--- src/rtl/loop_ctrl_pkg.sv ---
// Shared widths and FSM encoding for the nested-loop sequencer.
package loop_ctrl_pkg;

  localparam int unsigned LOOP_ID_W   = 5;
  localparam int unsigned LOOP_ITER_W = 16;
  localparam int unsigned MAX_LOOPS   = 8;

  typedef enum logic [1:0] {
    ST_IDLE = 2'd0,
    ST_RUN  = 2'd1,
    ST_DONE = 2'd2
  } state_e;

endpackage

--- src/rtl/loop_level_counter.sv ---
// One loop level: iteration limit, current count, and carry to the next-outer level.
module loop_level_counter #(
  parameter int unsigned ITER_W = 16
) (
  input  logic              clk,
  input  logic              reset,
  input  logic              clear,
  input  logic              flush,
  input  logic              wr_en,
  input  logic [ITER_W-1:0] wr_data,
  input  logic              carry_in,
  output logic              carry_out
);

  logic [ITER_W-1:0] cnt_q;
  logic [ITER_W-1:0] limit_q;
  logic              at_limit;

  assign at_limit  = (cnt_q == limit_q);
  assign carry_out = carry_in && at_limit;

  always_ff @(posedge clk or posedge reset) begin
    if (reset) begin
      cnt_q   <= '0;
      limit_q <= '0;
    end else if (flush) begin
      cnt_q   <= '0;
      limit_q <= '0;
    end else begin
      if (wr_en) limit_q <= wr_data;
      if (clear) cnt_q <= '0;
      else if (carry_in) cnt_q <= at_limit ? '0 : cnt_q + ITER_W'(1);
    end
  end

endmodule

--- src/rtl/loop_nest_ctrl.sv ---
// Nested-loop sequencer: captures per-level counts from the decoder, then
// walks the nest one iteration per non-stalled cycle.
module loop_nest_ctrl #(
  parameter int unsigned LOOP_ID_W   = loop_ctrl_pkg::LOOP_ID_W,
  parameter int unsigned LOOP_ITER_W = loop_ctrl_pkg::LOOP_ITER_W,
  parameter int unsigned MAX_LOOPS   = loop_ctrl_pkg::MAX_LOOPS
) (
  input  logic                   clk,
  input  logic                   reset,
  input  logic                   cfg_loop_iter_v,
  input  logic [LOOP_ITER_W-1:0] cfg_loop_iter,
  input  logic [LOOP_ID_W-1:0]   cfg_loop_iter_loop_id,
  input  logic                   loop_ctrl_start,
  input  logic                   stall,
  output logic                   loop_ctrl_done,
  output logic                   busy,
  output logic                   iter_v,
  output logic [LOOP_ID_W-1:0]   iter_level,
  output logic                   iter_first,
  output logic                   iter_last,
  output logic                   cfg_err
);
  import loop_ctrl_pkg::*;

  localparam int unsigned DEPTH_W = $clog2(MAX_LOOPS + 1);
  localparam int unsigned LVL_W   = $clog2(MAX_LOOPS);
  localparam logic [LOOP_ID_W:0] MAX_ID = (LOOP_ID_W + 1)'(MAX_LOOPS);

  state_e               state_q, state_d;
  logic [DEPTH_W-1:0]   depth_q, depth_eff, cfg_depth;
  logic                 first_q;
  logic [LOOP_ID_W-1:0] lvl_q, step_lvl;
  logic                 cfg_ok, cfg_bad, start_run, flush, step;
  logic [MAX_LOOPS-1:0] cin_vec;

  // Writes land only in IDLE and only for physical levels.
  assign cfg_ok    = cfg_loop_iter_v && (state_q == ST_IDLE) &&
                     ({1'b0, cfg_loop_iter_loop_id} < MAX_ID);
  assign cfg_bad   = cfg_loop_iter_v && !cfg_ok;
  assign cfg_depth = DEPTH_W'(cfg_loop_iter_loop_id) + DEPTH_W'(1);
  assign depth_eff = (cfg_ok && (cfg_depth > depth_q)) ? cfg_depth : depth_q;

  assign step       = (state_q == ST_RUN) && !stall;
  assign iter_v     = step;
  assign iter_first = step && first_q;
  assign iter_level = (step && !first_q) ? lvl_q : '0;

  // Carry enters at the innermost active level and ripples outward.
  for (genvar l = 0; l < MAX_LOOPS; l++) begin : g_lvl
    logic cin, cout, nxt;
    if (l == MAX_LOOPS - 1) begin : g_outer
      assign nxt = 1'b0;
    end else begin : g_inner
      assign nxt = g_lvl[l+1].cout;
    end
    assign cin = (depth_q == DEPTH_W'(l + 1)) ? step :
                 ((depth_q > DEPTH_W'(l + 1)) ? nxt : 1'b0);
    assign cin_vec[l] = cin;

    loop_level_counter #(.ITER_W(LOOP_ITER_W)) u_cnt (
      .clk       (clk),
      .reset     (reset),
      .clear     (start_run),
      .flush     (flush),
      .wr_en     (cfg_ok && (cfg_loop_iter_loop_id == LOOP_ID_W'(l))),
      .wr_data   (cfg_loop_iter),
      .carry_in  (cin),
      .carry_out (cout)
    );
  end

  // Carry out of level 0 means every active level is at its limit on this issue.
  assign iter_last = g_lvl[0].cout;

  // Outermost level touched by this step; shown on the following issue.
  always_comb begin
    step_lvl = '0;
    for (int l = MAX_LOOPS - 1; l >= 0; l--) begin
      if (cin_vec[LVL_W'(l)]) step_lvl = LOOP_ID_W'(l);
    end
  end

  always_ff @(posedge clk or posedge reset) begin
    if (reset) state_q <= ST_IDLE;
    else       state_q <= state_d;
  end

  always_comb begin
    state_d   = state_q;
    start_run = 1'b0;
    flush     = 1'b0;
    unique case (state_q)
      ST_IDLE: begin
        if (loop_ctrl_start) begin
          if (depth_eff == '0) begin
            state_d = ST_DONE;
          end else begin
            state_d   = ST_RUN;
            start_run = 1'b1;
          end
        end
      end
      ST_RUN:  if (iter_last) state_d = ST_DONE;
      ST_DONE: begin
        flush   = 1'b1;
        state_d = ST_IDLE;
      end
      default: state_d = ST_IDLE;
    endcase
  end

  always_ff @(posedge clk or posedge reset) begin
    if (reset) begin
      depth_q        <= '0;
      first_q        <= 1'b0;
      lvl_q          <= '0;
      cfg_err        <= 1'b0;
      busy           <= 1'b0;
      loop_ctrl_done <= 1'b0;
    end else begin
      cfg_err        <= cfg_err | cfg_bad;
      busy           <= (state_d == ST_RUN);
      loop_ctrl_done <= (state_d == ST_DONE);
      depth_q        <= flush ? '0 : depth_eff;
      if (start_run) first_q <= 1'b1;
      else if (step) first_q <= 1'b0;
      if (step) lvl_q <= step_lvl;
    end
  end

endmodule

--- config.mk ---
export PLATFORM = sky130hd
export DESIGN_NAME = loop_nest_ctrl
export DESIGN_NICKNAME = d
export VERILOG_FILES = /design/src/rtl/loop_ctrl_pkg.sv /design/src/rtl/loop_level_counter.sv /design/src/rtl/loop_nest_ctrl.sv
export SDC_FILE = /design/constraint.sdc
export NUM_CORES = 1
export LEC_CHECK = 0
export ABC_AREA = 1
export ABC_CLOCK_PERIOD_IN_PS = 21600
export CORE_MARGIN = 4
export CORE_UTILIZATION = 60
export DETAILED_ROUTE_END_ITERATION = 8
export DONT_BUFFER_PORTS = 1
export GPL_TIMING_DRIVEN = 0
export PLACE_DENSITY = 0.84
export RECOVER_POWER = 50
export SLEW_MARGIN = 30
export SYNTH_ARGS = -nofsm -noshare
export SYNTH_HDL_FRONTEND = slang
export SYNTH_SLANG_ARGS = --single-unit
--- constraint.sdc ---
create_clock -name clk -period 21.6 [get_ports clk]
set_input_delay 3.24 -clock clk [delete_from_list [all_inputs] [get_ports clk]]
set_output_delay 3.24 -clock clk [all_outputs]
set_load 0.01 [all_outputs]
=== Yosys cells after proc, flatten, opt, wreduce, memory -nomap -nowiden ===
Cells that the tools add are included.
Widths: inputs -> output; s select.

* Bitwise logic cells: 1
* Add/sub/neg operators: 9
* Order comparisons: 9
* Reduce and logical (&&, ||, !) cells: 46
* Eq/ne operators: 27
* Muxes and demuxes: 80

{| class="wikitable"
|+ Operator list
! cell !! count
|-
| $mux 16 || 48
|-
| $add 16x1->16 const B || 8
|-
| $eq 16x16->1 || 8
|-
| $reduce_bool 3->1 || 8
|-
| $logic_and 1x1->1 || 23
|-
| $mux 1 || 21
|-
| $eq 5x3->1 const B || 4
|-
| $reduce_bool 2->1 || 9
|-
| $eq 4x3->1 const B || 4
|-
| $gt 4x3->1 const B || 4
|-
| $mux 5 || 3
|-
| $eq 5x2->1 const B || 2
|-
| $eq 4x2->1 const B || 2
|-
| $gt 4x2->1 const B || 2
|-
| $mux 4 || 2
|-
| $mux 2 || 3
|-
| $mux 3 || 2
|-
| $eq 5x1->1 const B || 1
|-
| $logic_not 5->1 || 1
|-
| $lt 5x4->1 const B || 1
|-
| $add 4x1->4 const B || 1
|-
| $eq 2x1->1 const B || 2
|-
| $eq 2x2->1 const B || 2
|-
| $eq 4x1->1 const B || 1
|-
| 8 further kinds || 10
|}

* Output and inout bits: 11
* Bits of input ports: 26
* Bits in registers: 271
* Logic and storage cells: 195

=== Logic depth before layout (Yosys ltp) ===
Gate-level depths: netlist of the first run.

* Depth after elaboration: 28
* Mapped depth: 23

=== Modules after synthesis ===
A second synthesis of the first run with hierarchy kept.

* Cell total of the unflattened synthesis: 2,244
* Area, all modules: 16,143.0 sq um

{| class="wikitable"
|+ Modules (own cells, without submodules)
! module !! instances !! cells each !! sequential area each (sq um) !! area each (sq um)
|-
| loop_level_counter || 8 || 262 || 800.8 || 1,885.6
|-
| loop_nest_ctrl || 1 || 148 || 300.3 || 1,058.5
|}

=== Worst setup path before layout of the first run ===
Ideal clock, no wire load.

* Kind: input -> output
* Start: in stall
* End: out iter_last
* Buffers on the path: 0
* Slack: 13,408 ps
* Stages: 18
* Data arrival time: 4,952 ps
* Cell sequence: nand3b_1 -> nor2_1 -> nand3_1 -> nand2_2 -> nand2_1 -> nand2_2 -> nand2_2 -> nand2_4 -> nand2_2 -> nand2_2 -> nand2_2 -> nand2_2 -> nand2_2 -> nand2_2 -> nand2_4 -> nand2_4 -> nand2_2 -> inv_1

* Longest elaborated chain between the ends: 25

{| class="wikitable"
|+ RTL lines
! what !! line !! text
|-
| start: declaration || loop_nest_ctrl.sv:14 || <nowiki>input logic stall,</nowiki>
|-
| $logic_not 1->1 (*) || loop_nest_ctrl.sv:43 || <nowiki>assign step = (state_q == ST_RUN) && !stall;</nowiki>
|-
| $logic_and 1x1->1 (*) || loop_nest_ctrl.sv:43 ||
|-
| $mux 1 || loop_nest_ctrl.sv:56 || <nowiki>assign cin = (depth_q == DEPTH_W'(l + 1)) ? step :</nowiki>
|-
| $logic_and 1x1->1 || loop_level_counter.sv:20 || <nowiki>assign carry_out = carry_in && at_limit;</nowiki>
|-
| $mux 1 || loop_nest_ctrl.sv:57 || <nowiki>((depth_q > DEPTH_W'(l + 1)) ? nxt : 1'b0);</nowiki>
|-
| $mux 1 || loop_nest_ctrl.sv:56 ||
|-
| $logic_and 1x1->1 || loop_level_counter.sv:20 ||
|-
| $mux 1 || loop_nest_ctrl.sv:57 ||
|-
| [... 9 more ...] || - ||
|-
| $mux 1 || loop_nest_ctrl.sv:56 ||
|-
| $logic_and 1x1->1 || loop_level_counter.sv:20 ||
|-
| $mux 1 || loop_nest_ctrl.sv:57 ||
|-
| $mux 1 || loop_nest_ctrl.sv:56 ||
|-
| $logic_and 1x1->1 || loop_level_counter.sv:20 ||
|-
| $mux 1 || loop_nest_ctrl.sv:57 ||
|-
| $mux 1 (*) || loop_nest_ctrl.sv:56 ||
|-
| $logic_and 1x1->1 (*) || loop_level_counter.sv:20 ||
|-
| end: declaration || loop_nest_ctrl.sv:20 || <nowiki>output logic iter_last,</nowiki>
|}

Every way passes the cells marked *; elsewhere a longest branch is shown, timed or not.

==> results of run 1 <==
Yosys cell counts, drive strengths merged:
library cell and n:
o31ai 1, o41ai 1, a22o 1, clkbuf 38, o21a 9, a221oi 1, a22oi 1, or2 14
nand3b 5, and3 2, nand3 74, xnor2 31, o22ai 29, a31oi 5, nand4 63, a21oi 51
buf 18, nor3 57, dfrtp 268, xor2 81, o21ai 203, nor4 21, o21bai 1, o2111ai 1
a211oi 3, a21o 1, a21boi 1, ha 16, o32ai 1, nand2 417, nor2 159, nor3b 11
inv 215, conb 1
power breakdown:
group          switching, uW  internal [uW]  leakage, uW
clock network            199            329     0.000501
logic                    458            211      0.00324
registers                111            639      0.00354
total                    768           1180      0.00728
worst min-delay path, cell delays in order (launching register included):
cell	delay, ns
dfrtp_1	0.36
nand2_1	0.05
o21ai_0	0.06
layout make-up:
cell class                 instances  area share, %
sequential                       268          42.61
clock buffer                      42          5.366
clock inverter                    10          1.129
timing repair buffer               3        0.07154
buffer                            56          1.630
tap                              319          2.536
antenna                            1        0.01590
inverter                         215          5.135
multi-input combinational       1264          41.51
metal layers:
metal	wire length, um	global-route usage [%]	part of all wire [%]
met5	13	0	0.035
met4	1099	9.227	2.9
met3	2965	5.543	7.9
met2	17810	46.82	48
met1	15480	38.31	41
per-stage QoR:
step                      total power, uW  std cells  worst slack, ns  cell area, um2
final                                1946       2178            10.97           15740
after CTS                            1940       2177            12.59           15820
after global routing                 2067       2177            9.461           15740
after global placement               1371       2122            8.357           14700
after floorplan                      1206       1803            10.98           14300
after detailed placement             1405       2125            12.59           14790
sequential cells by signal (all words and copies together) (netlist names):
signal,flops
lvl_q,2
depth_q,4
cfg_err,1
g_lvl.u_cnt.cnt_q,128
state_q,2
g_lvl.u_cnt.limit_q,128
loop_ctrl_done,1
first_q,1
busy,1
worst max-delay path by stage:
stage / slack, ns / cells after the start / startpoint / to
after floorplan: 10.98 / 1 / reset / busy
after global placement: 8.36 / 1 / reset / g_lvl[2].u_cnt.cnt_q[3]
after detailed placement: 12.59 / 18 / stall / iter_last
after CTS: 12.59 / 18 / stall / iter_last
after global routing: 9.46 / 3 / reset / g_lvl[7].u_cnt.cnt_q[2]
final: 10.97 / 3 / reset / g_lvl[7].u_cnt.limit_q[2]
kinds of logic (layout without fill, tap and decap cells):
group                      after synthesis  count (layout)  share of synthesized area, %
and+or+nand+nor                        823             823                         25.76
AOI/OAI and AO/OA                      310             310                         11.61
buffers and inverters                  271             326                         7.439
DFF                                    268             268                         46.91
xor gates and xnor gates               112             112                         6.862
adders and majority gates               16              16                         1.400
other                                    1               4                       0.02623
==> impl_metrics.prom, run 1 <==
# TYPE chip_impl_metric gauge
chip_impl_info{name="run_status",value="finished, violations left"} 1
chip_impl_info{name="failed_checks",value="capacitance limit, slew limit"} 1
chip_impl_metric{name="nets",unit=""} 1878
chip_impl_metric{name="min_period_over_period",unit="%"} 49.20
chip_impl_metric{name="power_per_cell_area",unit="mW/mm2"} 123.6
chip_impl_info{name="hp-start",value="g_lvl[0].u_cnt.limit_q[9]"} 1
chip_impl_metric{name="syn2layout_area_growth",unit="%"} 10.10
chip_impl_info{name="timing.rr.end",value="g_lvl[6].u_cnt.cnt_q[15]"} 1
chip_impl_metric{name="holdBufCountCts",unit=""} 0
chip_impl_metric{name="number_of_cells_produced_by_synthesis",unit=""} 1801
chip_impl_metric{name="global_route.usage.total",unit="%"} 28.43
chip_impl_metric{name="detail_route.iter0.violations",unit=""} 1017
chip_impl_info{name="grt_setup_unrepaired",value="no"} 1
chip_impl_metric{name="timing.hold.worst_path_depth",unit=""} 2
chip_impl_info{name="tritoncts_clock_tree",value="done"} 1
chip_impl_metric{name="post_cts_buffers",unit=""} 0
chip_impl_metric{name="syn_area",unit="mm2"} 0.01430
chip_impl_metric{name="num-fill-cells",unit=""} 1819
chip_impl_metric{name="grt_first_pass_wirelength",unit="um"} 61070
chip_impl_metric{name="post_synth_num_cell_types",unit=""} 47
chip_impl_info{name="setup.worst_path.start_class",value="input port"} 1
chip_impl_metric{name="die_width",unit="um"} 162.4
chip_impl_metric{name="finalWeightedCongestion",unit=""} 0.9591
chip_impl_metric{name="num_vias",unit=""} 12570
chip_impl_metric{name="wl_per_cell",unit="um"} 17.15
chip_impl_metric{name="synth-warning-count",unit=""} 0
chip_impl_metric{name="cp.arrival",unit="ns"} 10.21
chip_impl_metric{name="critPathMaxFanout",unit=""} 86
chip_impl_metric{name="placement.io_buffers",unit=""} 0
chip_impl_info{name="hold_crit_path_type",value="flip-flop to flip-flop"} 1
chip_impl_metric{name="vdd.ir_drop.worst",unit="uV"} 99.61
chip_impl_metric{name="timing.fmax",unit="MHz"} 94.09
chip_impl_metric{name="fin_util",unit="%"} 67.06
chip_impl_metric{name="detailed_place_hpwl",unit="um"} 25470
chip_impl_metric{name="clockBufferDepth",unit=""} 3
chip_impl_metric{name="slew_headroom",unit="%"} -199.1
chip_impl_metric{name="worstRegToRegCells",unit=""} 14
chip_impl_metric{name="clock_insertion_delay_worst_skew",unit="ns"} 0.54
chip_impl_metric{name="critical-path-max-stage-delay",unit="ns"} 3.30
chip_impl_metric{name="power.leakage",unit="uW"} 0.007277
chip_impl_metric{name="worstMarginPinSlew",unit="ns"} 4.487
chip_impl_metric{name="shortest_period_the_worst_path_allows",unit="ns"} 10.63
chip_impl_metric{name="multi_input_comb_area",unit="mm2"} 0.006534
chip_impl_metric{name="viasPerCell",unit=""} 5.771
chip_impl_metric{name="clkSinkCount",unit=""} 268
chip_impl_metric{name="synth_largest_type_area_fraction",unit="%"} 46.91
chip_impl_metric{name="drt_pre_antenna_iters",unit=""} 5
chip_impl_metric{name="initial_core_util",unit="%"} 60.91
chip_impl_info{name="critPathCaptureType",value="async pin"} 1
chip_impl_metric{name="drv.max_cap_violation_count",unit=""} 3
chip_impl_metric{name="post_cts.resized_instances",unit=""} 0
chip_impl_metric{name="syn_avg_cell_area",unit="um2"} 7.938
chip_impl_metric{name="die_y",unit="um"} 162.4
chip_impl_info{name="timing.critical_path.cells",value="clkinvlp_2 -> clkbuf_1 -> clkbuf_1"} 1
chip_impl_info{name="timing.critical_path.max_delay_family",value="buffers and inverters"} 1
chip_impl_info{name="cell_types_with_the_largest_area_share_after_synthesis",value="dfrtp_1, nand2_1, o21ai_0, inv_1, xor2_1"} 1
chip_impl_info{name="yosysTopAreaCell",value="dfrtp_1"} 1
chip_impl_metric{name="tritoncts.num_buffers",unit=""} 28
chip_impl_metric{name="antenna_found_initial",unit=""} 1
chip_impl_metric{name="yosys_register_bits",unit=""} 268
chip_impl_metric{name="drive_gt1_share",unit="%"} 6.835
chip_impl_info{name="timing.setup.critical_path_class",value="input port to async pin"} 1
chip_impl_info{name="crit_slowest_cell",value="clkbuf_1"} 1
chip_impl_metric{name="core_region_area",unit="mm2"} 0.02347
chip_impl_info{name="clockRootBuffer",value="clkbuf_16"} 1
chip_impl_metric{name="tns",unit="ns"} 0
chip_impl_info{name="hold_end",value="g_lvl[0].u_cnt.limit_q[9]"} 1
chip_impl_metric{name="worst_hold_slack",unit="ns"} 0.5064
chip_impl_metric{name="grt_overflow_total",unit=""} 0
chip_impl_info{name="critical-path-top-cell-by-count",value="clkbuf_1"} 1
chip_impl_metric{name="setup_clock_skew_after_layout",unit="ns"} 0.01084
chip_impl_metric{name="setup_viol_count_final",unit=""} 0
chip_impl_metric{name="cts.reportedPaths.clkPinSlew",unit="ns"} 0.06
chip_impl_metric{name="grt_start_max_net_pins",unit=""} 87
chip_impl_metric{name="ant_nets",unit=""} 0
chip_impl_metric{name="critPathBufInv",unit=""} 3
chip_impl_metric{name="required",unit="ns"} 21.18
chip_impl_metric{name="setup.reg_to_reg.worst_slack",unit="ns"} 18.01
chip_impl_metric{name="register_area",unit="mm2"} 0.006706
chip_impl_info{name="rr_startpoint",value="state_q[0]"} 1
chip_impl_metric{name="first_global_vias",unit=""} 12268
chip_impl_info{name="mostFrequentLayoutCells",value="nand2_1, dfrtp_1, inv_1, o21ai_0, nor2_1"} 1
chip_impl_metric{name="timing.final.max_slew_violations",unit=""} 245
chip_impl_metric{name="htreeDepth",unit=""} 1
chip_impl_metric{name="remaining_drc_errors",unit=""} 0
chip_impl_metric{name="route.final.wire_length",unit="um"} 37360
chip_impl_metric{name="site_rows",unit=""} 56
chip_impl_info{name="commonest_non_fill_non_tap_cell_in_the_layout",value="nand2_1"} 1
chip_impl_metric{name="ios",unit=""} 37
chip_impl_metric{name="fp.dieArea",unit="mm2"} 0.02636
chip_impl_metric{name="timing.final.hold_violations",unit=""} 0
chip_impl_metric{name="synth.yosys.seq_area_share",unit="%"} 46.91
Note: power is estimated with default switching activity, not from simulation.
==> inputs of run 2 (changes only) <==
Settings changed: ABC_CLOCK_PERIOD_IN_PS 21600 to 10900.
Clock period 21.6 ns to 10.9 ns, I/O delays scaled along.
==> impl_metrics.prom, run 2 (synthesis gave the netlist of run 1 again) <==
# TYPE chip_impl_metric gauge
chip_impl_info{name="critPathCaptureType",value="primary output"} 1
chip_impl_metric{name="die_y",unit="um"} 162.4
chip_impl_info{name="grt_setup_unrepaired",value="no"} 1
chip_impl_metric{name="remaining_drc_errors",unit=""} 0
chip_impl_metric{name="num_vias",unit=""} 12573
chip_impl_metric{name="cell_internal_pwr",unit="uW"} 2337
chip_impl_metric{name="holdBufCountCts",unit=""} 0
chip_impl_info{name="critical-path-top-cell-by-count",value="nand2_2"} 1
chip_impl_metric{name="ant_nets",unit=""} 0
chip_impl_metric{name="critPathMaxFanout",unit=""} 9
chip_impl_metric{name="tritoncts.num_buffers",unit=""} 28
chip_impl_metric{name="global_route.usage.total",unit="%"} 28.43
chip_impl_metric{name="drive_gt1_share",unit="%"} 6.943
chip_impl_metric{name="required",unit="ns"} 9.27
chip_impl_metric{name="syn2layout_area_growth",unit="%"} 10.41
chip_impl_metric{name="worstMarginPinSlew",unit="ns"} 4.185
chip_impl_info{name="run_status",value="finished, violations left"} 1
chip_impl_info{name="hold_crit_path_type",value="flip-flop to flip-flop"} 1
chip_impl_metric{name="htreeDepth",unit=""} 1
chip_impl_metric{name="ios",unit=""} 37
chip_impl_metric{name="cts.reportedPaths.clkPinSlew",unit="ns"} 0.06
chip_impl_metric{name="n_antenna_cell",unit=""} 0
chip_impl_metric{name="detail_route.iter0.violations",unit=""} 1034
chip_impl_info{name="clockRootBuffer",value="clkbuf_16"} 1
chip_impl_metric{name="fp.dieArea",unit="mm2"} 0.02636
chip_impl_metric{name="final_cell_area",unit="mm2"} 0.01579
chip_impl_metric{name="nets",unit=""} 1878
chip_impl_metric{name="initial_core_util",unit="%"} 60.91
chip_impl_info{name="tritoncts_clock_tree",value="done"} 1
chip_impl_metric{name="critical-path-max-stage-delay",unit="ns"} 0.36
chip_impl_metric{name="fin_util",unit="%"} 67.25
chip_impl_metric{name="timing.fmax",unit="MHz"} 171.4
chip_impl_metric{name="clockBufferDepth",unit=""} 3
chip_impl_info{name="mostFrequentLayoutCells",value="nand2_1, dfrtp_1, inv_1, o21ai_0, nor2_1"} 1
chip_impl_metric{name="p_sw",unit="uW"} 1521
chip_impl_metric{name="cp.arrival",unit="ns"} 4.20
chip_impl_metric{name="viasPerCell",unit=""} 5.775
chip_impl_metric{name="clock_insertion_delay_worst_skew",unit="ns"} 0.54
chip_impl_metric{name="min_period_over_period",unit="%"} 53.52
chip_impl_metric{name="drv.max_cap_violation_count",unit=""} 1
chip_impl_metric{name="post-layout-total-power",unit="uW"} 3858
chip_impl_info{name="layout_top_registers",value="g_lvl.u_cnt.cnt_q x128, g_lvl.u_cnt.limit_q x128, depth_q x4"} 1
chip_impl_metric{name="power_frac_seq",unit="%"} 38.5
chip_impl_metric{name="power_frac_comb",unit="%"} 34.4
chip_impl_metric{name="die_width",unit="um"} 162.4
chip_impl_info{name="failed_checks",value="capacitance limit, slew limit"} 1
chip_impl_metric{name="placed_cells_incl_taps",unit=""} 2125
chip_impl_metric{name="dpl-instance-area",unit="mm2"} 0.01479
chip_impl_metric{name="setup_clock_skew_after_layout",unit="ns"} 0.009198
chip_impl_metric{name="tns",unit="ns"} 0
chip_impl_metric{name="route.final.wire_length",unit="um"} 37230
chip_impl_metric{name="slew_headroom",unit="%"} -179.0
chip_impl_info{name="timing.critical_path.cells",value="nand3b_1 -> nor2_1 -> nand3_1 -> nand2_2 -> nand2_1 -> nand2_2 -> nand2_2 -> nand2_4 -> nand2_2 -> nand2_2 -> nand2_2 -> nand2_2 -> nand2_2 -> nand2_2 -> nand2_4 -> nand2_4 -> nand2_2 -> inv_1"} 1
chip_impl_metric{name="finalWeightedCongestion",unit=""} 0.9591
chip_impl_metric{name="setup_viol_count_final",unit=""} 0
chip_impl_metric{name="clock_power_share",unit="%"} 27.1
chip_impl_metric{name="timing.final.max_slew_violations",unit=""} 72
chip_impl_metric{name="placement.io_buffers",unit=""} 0
chip_impl_info{name="crit_slowest_cell",value="nor2_1"} 1
chip_impl_metric{name="num-fill-cells",unit=""} 1812
chip_impl_metric{name="core_region_area",unit="mm2"} 0.02347
chip_impl_metric{name="vdd.ir_drop.worst",unit="uV"} 197.3
chip_impl_metric{name="grt_start_max_net_pins",unit=""} 87
chip_impl_metric{name="antenna_found_initial",unit=""} 1
chip_impl_metric{name="site_rows",unit=""} 56
chip_impl_metric{name="power.leakage",unit="uW"} 0.007300
chip_impl_metric{name="post_cts.resized_instances",unit=""} 0
chip_impl_metric{name="first_global_vias",unit=""} 12268
chip_impl_info{name="commonest_non_fill_non_tap_cell_in_the_layout",value="nand2_1"} 1
chip_impl_metric{name="power_per_cell_area",unit="mW/mm2"} 244.4
chip_impl_info{name="setup.worst_path.start_class",value="input port"} 1
chip_impl_metric{name="detailed_place_hpwl",unit="um"} 25470
chip_impl_metric{name="drt_pre_antenna_iters",unit=""} 5
chip_impl_metric{name="timing.final.hold_violations",unit=""} 0
chip_impl_metric{name="clkSinkCount",unit=""} 268
chip_impl_metric{name="wl_per_cell",unit="um"} 17.10
chip_impl_info{name="timing.setup.critical_path_class",value="input port to primary output"} 1
chip_impl_metric{name="sw_share",unit="%"} 39.43
chip_impl_metric{name="post_cts_buffers",unit=""} 0
chip_impl_metric{name="finalNonFillerCells",unit=""} 2177
chip_impl_metric{name="grt_overflow_total",unit=""} 0
chip_impl_metric{name="shortest_period_the_worst_path_allows",unit="ns"} 5.834
chip_impl_metric{name="grt_first_pass_wirelength",unit="um"} 61070
## run 2: final cells by class
class	count	area (um2)	share of cell area [%]
multi-input combinational	1264	6534	41.39
tap	319	399.1	2.529
clock inverter	10	177.7	1.126
sequential	268	6706	42.49
clock buffer	42	844.6	5.350
timing repair buffer	3	58.81	0.3725
inverter	215	808.3	5.120
buffer	56	256.5	1.625
## run 2: path summary, 6_finish.rpt
check,startpoint,endpoint,slack (ns),cells after the start
min in group asynchronous,reset,g_lvl[5].u_cnt.limit_q[5],1.26,1
min reg2reg,g_lvl[0].u_cnt.limit_q[9],g_lvl[0].u_cnt.limit_q[9],0.51,2
min,g_lvl[0].u_cnt.limit_q[9],g_lvl[0].u_cnt.limit_q[9],0.51,2
max,stall,iter_last,5.07,18
max reg2reg,state_q[0],g_lvl[6].u_cnt.cnt_q[15],7.32,14
max in group asynchronous,reset,g_lvl[4].u_cnt.cnt_q[3],5.13,2
## run 2: through the flow
step | setup WS, ns | hold WS, ns
2_1_floorplan | 1.883 | 0.4667
3_3_place_gp | -0.7375 | 0.4842
3_5_place_dp | 5.102 | 0.4918
4_1_cts | 5.099 | 0.5066
5_1_grt | 4.294 | 0.5266
6_report | 5.066 | 0.5057
## run 2: power by group through the flow
stage | combinational [uW] | clock (uW) | sequential, uW
after global routing | 1490 | 1100 | 1510
final | 1330 | 1050 | 1480
after global placement | 1240 | 0 | 1480
after detailed placement | 1300 | 0 | 1490
after CTS | 1310 | 1050 | 1480
after floorplan | 957 | 0 | 1430
## run 2: critical path, delay by kind of cell
kind	cells	cell delay [ns]
buf+inv	1	0.13
simple gates	17	2.43
## run 2: per-layer routing
| layer | global-route usage [%] | vias to the layer above | share of wire, % |
|---|---|---|---|
| met1 | 38.31 | 6018 | 41 |
| met2 | 46.82 | 464 | 48 |
| met3 | 5.543 | 101 | 8.4 |
| met5 | 0 | - | 0.035 |
| li1 | - | 5988 | - |
| met4 | 9.227 | 2 | 3.1 |
==> inputs of run 3 (changes only) <==
Settings changed: ABC_CLOCK_PERIOD_IN_PS 10900 to 5100, CORE_UTILIZATION 60 to 58.
Clock period 10.9 ns to 5.1 ns, I/O delays scaled along.
==> impl_metrics.prom, run 3 (synthesis gave the netlist of run 1 again) <==
# TYPE chip_impl_metric gauge
chip_impl_info{name="run_status",value="finished, violations left"} 1
chip_impl_info{name="failed_checks",value="capacitance limit, slew limit"} 1
chip_impl_metric{name="worstRegToRegCells",unit=""} 16
chip_impl_metric{name="drt_pre_antenna_iters",unit=""} 6
chip_impl_info{name="mostFrequentLayoutCells",value="nand2_1, dfrtp_1, inv_1, o21ai_0, nor2_1"} 1
chip_impl_metric{name="clock_power_share",unit="%"} 26.5
chip_impl_metric{name="power_frac_seq",unit="%"} 38.8
chip_impl_metric{name="grt_overflow_total",unit=""} 0
chip_impl_metric{name="route.final.wire_length",unit="um"} 37040
chip_impl_info{name="tritoncts_clock_tree",value="done"} 1
chip_impl_metric{name="clock_insertion_delay_worst_skew",unit="ns"} 0.56
chip_impl_info{name="hold_crit_path_type",value="input port to async pin"} 1
chip_impl_info{name="rr_startpoint",value="state_q[0]"} 1
chip_impl_info{name="worstSetupStartpoint",value="state_q[1]"} 1
chip_impl_info{name="critical-path-top-cell-by-count",value="nand2_2"} 1
chip_impl_metric{name="shortest_period_the_worst_path_allows",unit="ns"} 4.433
chip_impl_metric{name="critPathBufInv",unit=""} 2
chip_impl_metric{name="vdd.ir_drop.worst",unit="uV"} 379.2
chip_impl_metric{name="remaining_drc_errors",unit=""} 0
chip_impl_metric{name="antenna_found_initial",unit=""} 1
chip_impl_metric{name="placement.io_buffers",unit=""} 0
chip_impl_metric{name="ant_nets",unit=""} 0
chip_impl_metric{name="syn2layout_area_growth",unit="%"} 10.15
chip_impl_metric{name="setup_viol_count_final",unit=""} 0
chip_impl_metric{name="drv.max_cap_violation_count",unit=""} 5
chip_impl_metric{name="clkSinkCount",unit=""} 268
chip_impl_info{name="clockRootBuffer",value="clkbuf_16"} 1
chip_impl_info{name="setup.worst_path.start_class",value="flip-flop"} 1
chip_impl_metric{name="required",unit="ns"} 4.34
chip_impl_metric{name="setup_clock_skew_after_layout",unit="ns"} 0.02332
chip_impl_metric{name="post_cts.resized_instances",unit=""} 0
chip_impl_metric{name="power_frac_comb",unit="%"} 34.7
chip_impl_metric{name="post_cts_buffers",unit=""} 0
chip_impl_info{name="grt_setup_unrepaired",value="no"} 1
chip_impl_metric{name="tns",unit="ns"} 0
chip_impl_metric{name="p_sw",unit="uW"} 3262
chip_impl_metric{name="cell_depth_of_the_worst_setup_path",unit=""} 19
chip_impl_metric{name="cp.arrival",unit="ns"} 3.67
chip_impl_info{name="layout_top_registers",value="g_lvl.u_cnt.cnt_q x128, g_lvl.u_cnt.limit_q x128, depth_q x4"} 1
chip_impl_info{name="commonest_non_fill_non_tap_cell_in_the_layout",value="nand2_1"} 1
chip_impl_metric{name="timing.fmax",unit="MHz"} 225.6
chip_impl_metric{name="site_rows",unit=""} 57
chip_impl_info{name="timing.critical_path.max_delay_family",value="simple AND/OR/NAND/NOR gates"} 1
chip_impl_metric{name="initial_core_util",unit="%"} 58.78
chip_impl_metric{name="power_per_cell_area",unit="mW/mm2"} 519.3
chip_impl_metric{name="post-layout-total-power",unit="uW"} 8178
chip_impl_metric{name="timing.final.max_slew_violations",unit=""} 121
chip_impl_metric{name="critPathMaxFanout",unit=""} 9
chip_impl_info{name="timing.setup.critical_path_class",value="flip-flop to primary output"} 1
chip_impl_metric{name="viasPerCell",unit=""} 5.777
chip_impl_metric{name="holdBufCountCts",unit=""} 0
chip_impl_metric{name="detailed_place_hpwl",unit="um"} 26320
chip_impl_info{name="critPathCaptureType",value="primary output"} 1
chip_impl_metric{name="power.leakage",unit="uW"} 0.007280
chip_impl_metric{name="sw_share",unit="%"} 39.88
chip_impl_metric{name="slew_headroom",unit="%"} -9.057
chip_impl_metric{name="first_global_vias",unit=""} 12283
chip_impl_metric{name="num_vias",unit=""} 12635
chip_impl_metric{name="grt_first_pass_wirelength",unit="um"} 61000
chip_impl_metric{name="wl_per_cell",unit="um"} 16.93
chip_impl_metric{name="drive_gt1_share",unit="%"} 6.821
chip_impl_metric{name="worst_hold_slack",unit="ns"} 0.07398
chip_impl_metric{name="setup.reg_to_reg.worst_slack",unit="ns"} 1.55
chip_impl_metric{name="worstMarginPinSlew",unit="ns"} 1.636
chip_impl_metric{name="die_width",unit="um"} 165
chip_impl_metric{name="cts.reportedPaths.clkPinSlew",unit="ns"} 0.07
chip_impl_metric{name="grt_start_max_net_pins",unit=""} 32
chip_impl_metric{name="clockBufferDepth",unit=""} 3
chip_impl_info{name="timing.rr.end",value="g_lvl[7].u_cnt.cnt_q[10]"} 1
chip_impl_info{name="crit_slowest_cell",value="nor2_1"} 1
chip_impl_metric{name="timing.final.hold_violations",unit=""} 0
chip_impl_metric{name="ios",unit=""} 37
chip_impl_metric{name="finalWeightedCongestion",unit=""} 0.9462
chip_impl_metric{name="tritoncts.num_buffers",unit=""} 27
chip_impl_metric{name="htreeDepth",unit=""} 1
chip_impl_metric{name="critical-path-max-stage-delay",unit="ns"} 0.40
chip_impl_metric{name="nets",unit=""} 1884
chip_impl_metric{name="global_route.usage.total",unit="%"} 27.90
chip_impl_metric{name="detail_route.iter0.violations",unit=""} 1026
chip_impl_metric{name="die_y",unit="um"} 165
chip_impl_metric{name="core_region_area",unit="mm2"} 0.02432
chip_impl_metric{name="fp.dieArea",unit="mm2"} 0.02723
chip_impl_metric{name="min_period_over_period",unit="%"} 86.92
chip_impl_metric{name="cell_internal_pwr",unit="uW"} 4916
chip_impl_info{name="timing.critical_path.cells",value="inv_1 -> nand3b_1 -> nor2_1 -> nand3_1 -> nand2_2 -> nand2_1 -> nand2_2 -> nand2_2 -> nand2_4 -> nand2_2 -> nand2_2 -> nand2_2 -> nand2_2 -> nand2_2 -> nand2_2 -> nand2_4 -> nand2_4 -> nand2_2 -> inv_1"} 1
## run 3: worst register-to-register path, delay by kind of cell (launching register included)
| family | cells | cell delay, ns |
|---|---|---|
| AO/OA/AOI/OAI | 2 | 0.31 |
| AND/OR/NAND/NOR | 11 | 2.18 |
| buffers and inverters | 3 | 0.56 |
| flip-flops | 1 | 0.41 |
## run 3: cell type report
| class | count | area, um2 |
|---|---|---|
| fill | 1928 | 8572 |
| sequential | 268 | 6706 |
| multi-input combinational | 1264 | 6534 |
| inverter | 215 | 808.3 |
| clock buffer | 37 | 773.2 |
| tap | 324 | 405.4 |
| buffer | 56 | 256.5 |
| clock inverter | 12 | 200.2 |
| timing repair buffer | 10 | 61.31 |
| antenna | 1 | 2.502 |
## run 3: routing by layer
| layer | up-vias | GRT usage (%) | wire length [um] |
|---|---|---|---|
| met5 | - | 0.7576 | 0 |
| met4 | 0 | 10.74 | 1465 |
| met3 | 97 | 5.990 | 3320 |
| met2 | 498 | 44.95 | 17280 |
| met1 | 6055 | 37.10 | 14970 |
| li1 | 5985 | - | - |
## run 3: how the worst max path moves through the flow
stage	end	slack, ns
2_1_floorplan	busy	0.80
3_5_place_dp	iter_last	0.97
5_1_grt	g_lvl[5].u_cnt.cnt_q[4]	0.41
6_report	iter_last	0.67
4_1_cts	iter_last	0.72
3_3_place_gp	g_lvl[6].u_cnt.cnt_q[7]	-0.56
## run 3: power groups by stage
stage | combinational, uW | sequential (uW) | clock, uW
floorplan | 2050 | 3060 | 0
global placement | 2630 | 3170 | 0
detailed placement | 2790 | 3200 | 0
CTS | 2810 | 3160 | 2190
global route | 3170 | 3230 | 2280
finish | 2830 | 3180 | 2170
## run 3: per-stage QoR
step | cells | cell area (um2) | setup WS (ns) | utilization, %
2_1_floorplan | 1803 | 14310 | 0.7955 | -
3_3_place_gp | 2127 | 14710 | -0.5624 | 60.50
3_5_place_dp | 2137 | 14930 | 0.9713 | 61.38
4_1_cts | 2186 | 15900 | 0.7216 | 65.39
5_1_grt | 2186 | 15750 | 0.4068 | 64.74
6_report | 2187 | 15750 | 0.6670 | 64.75
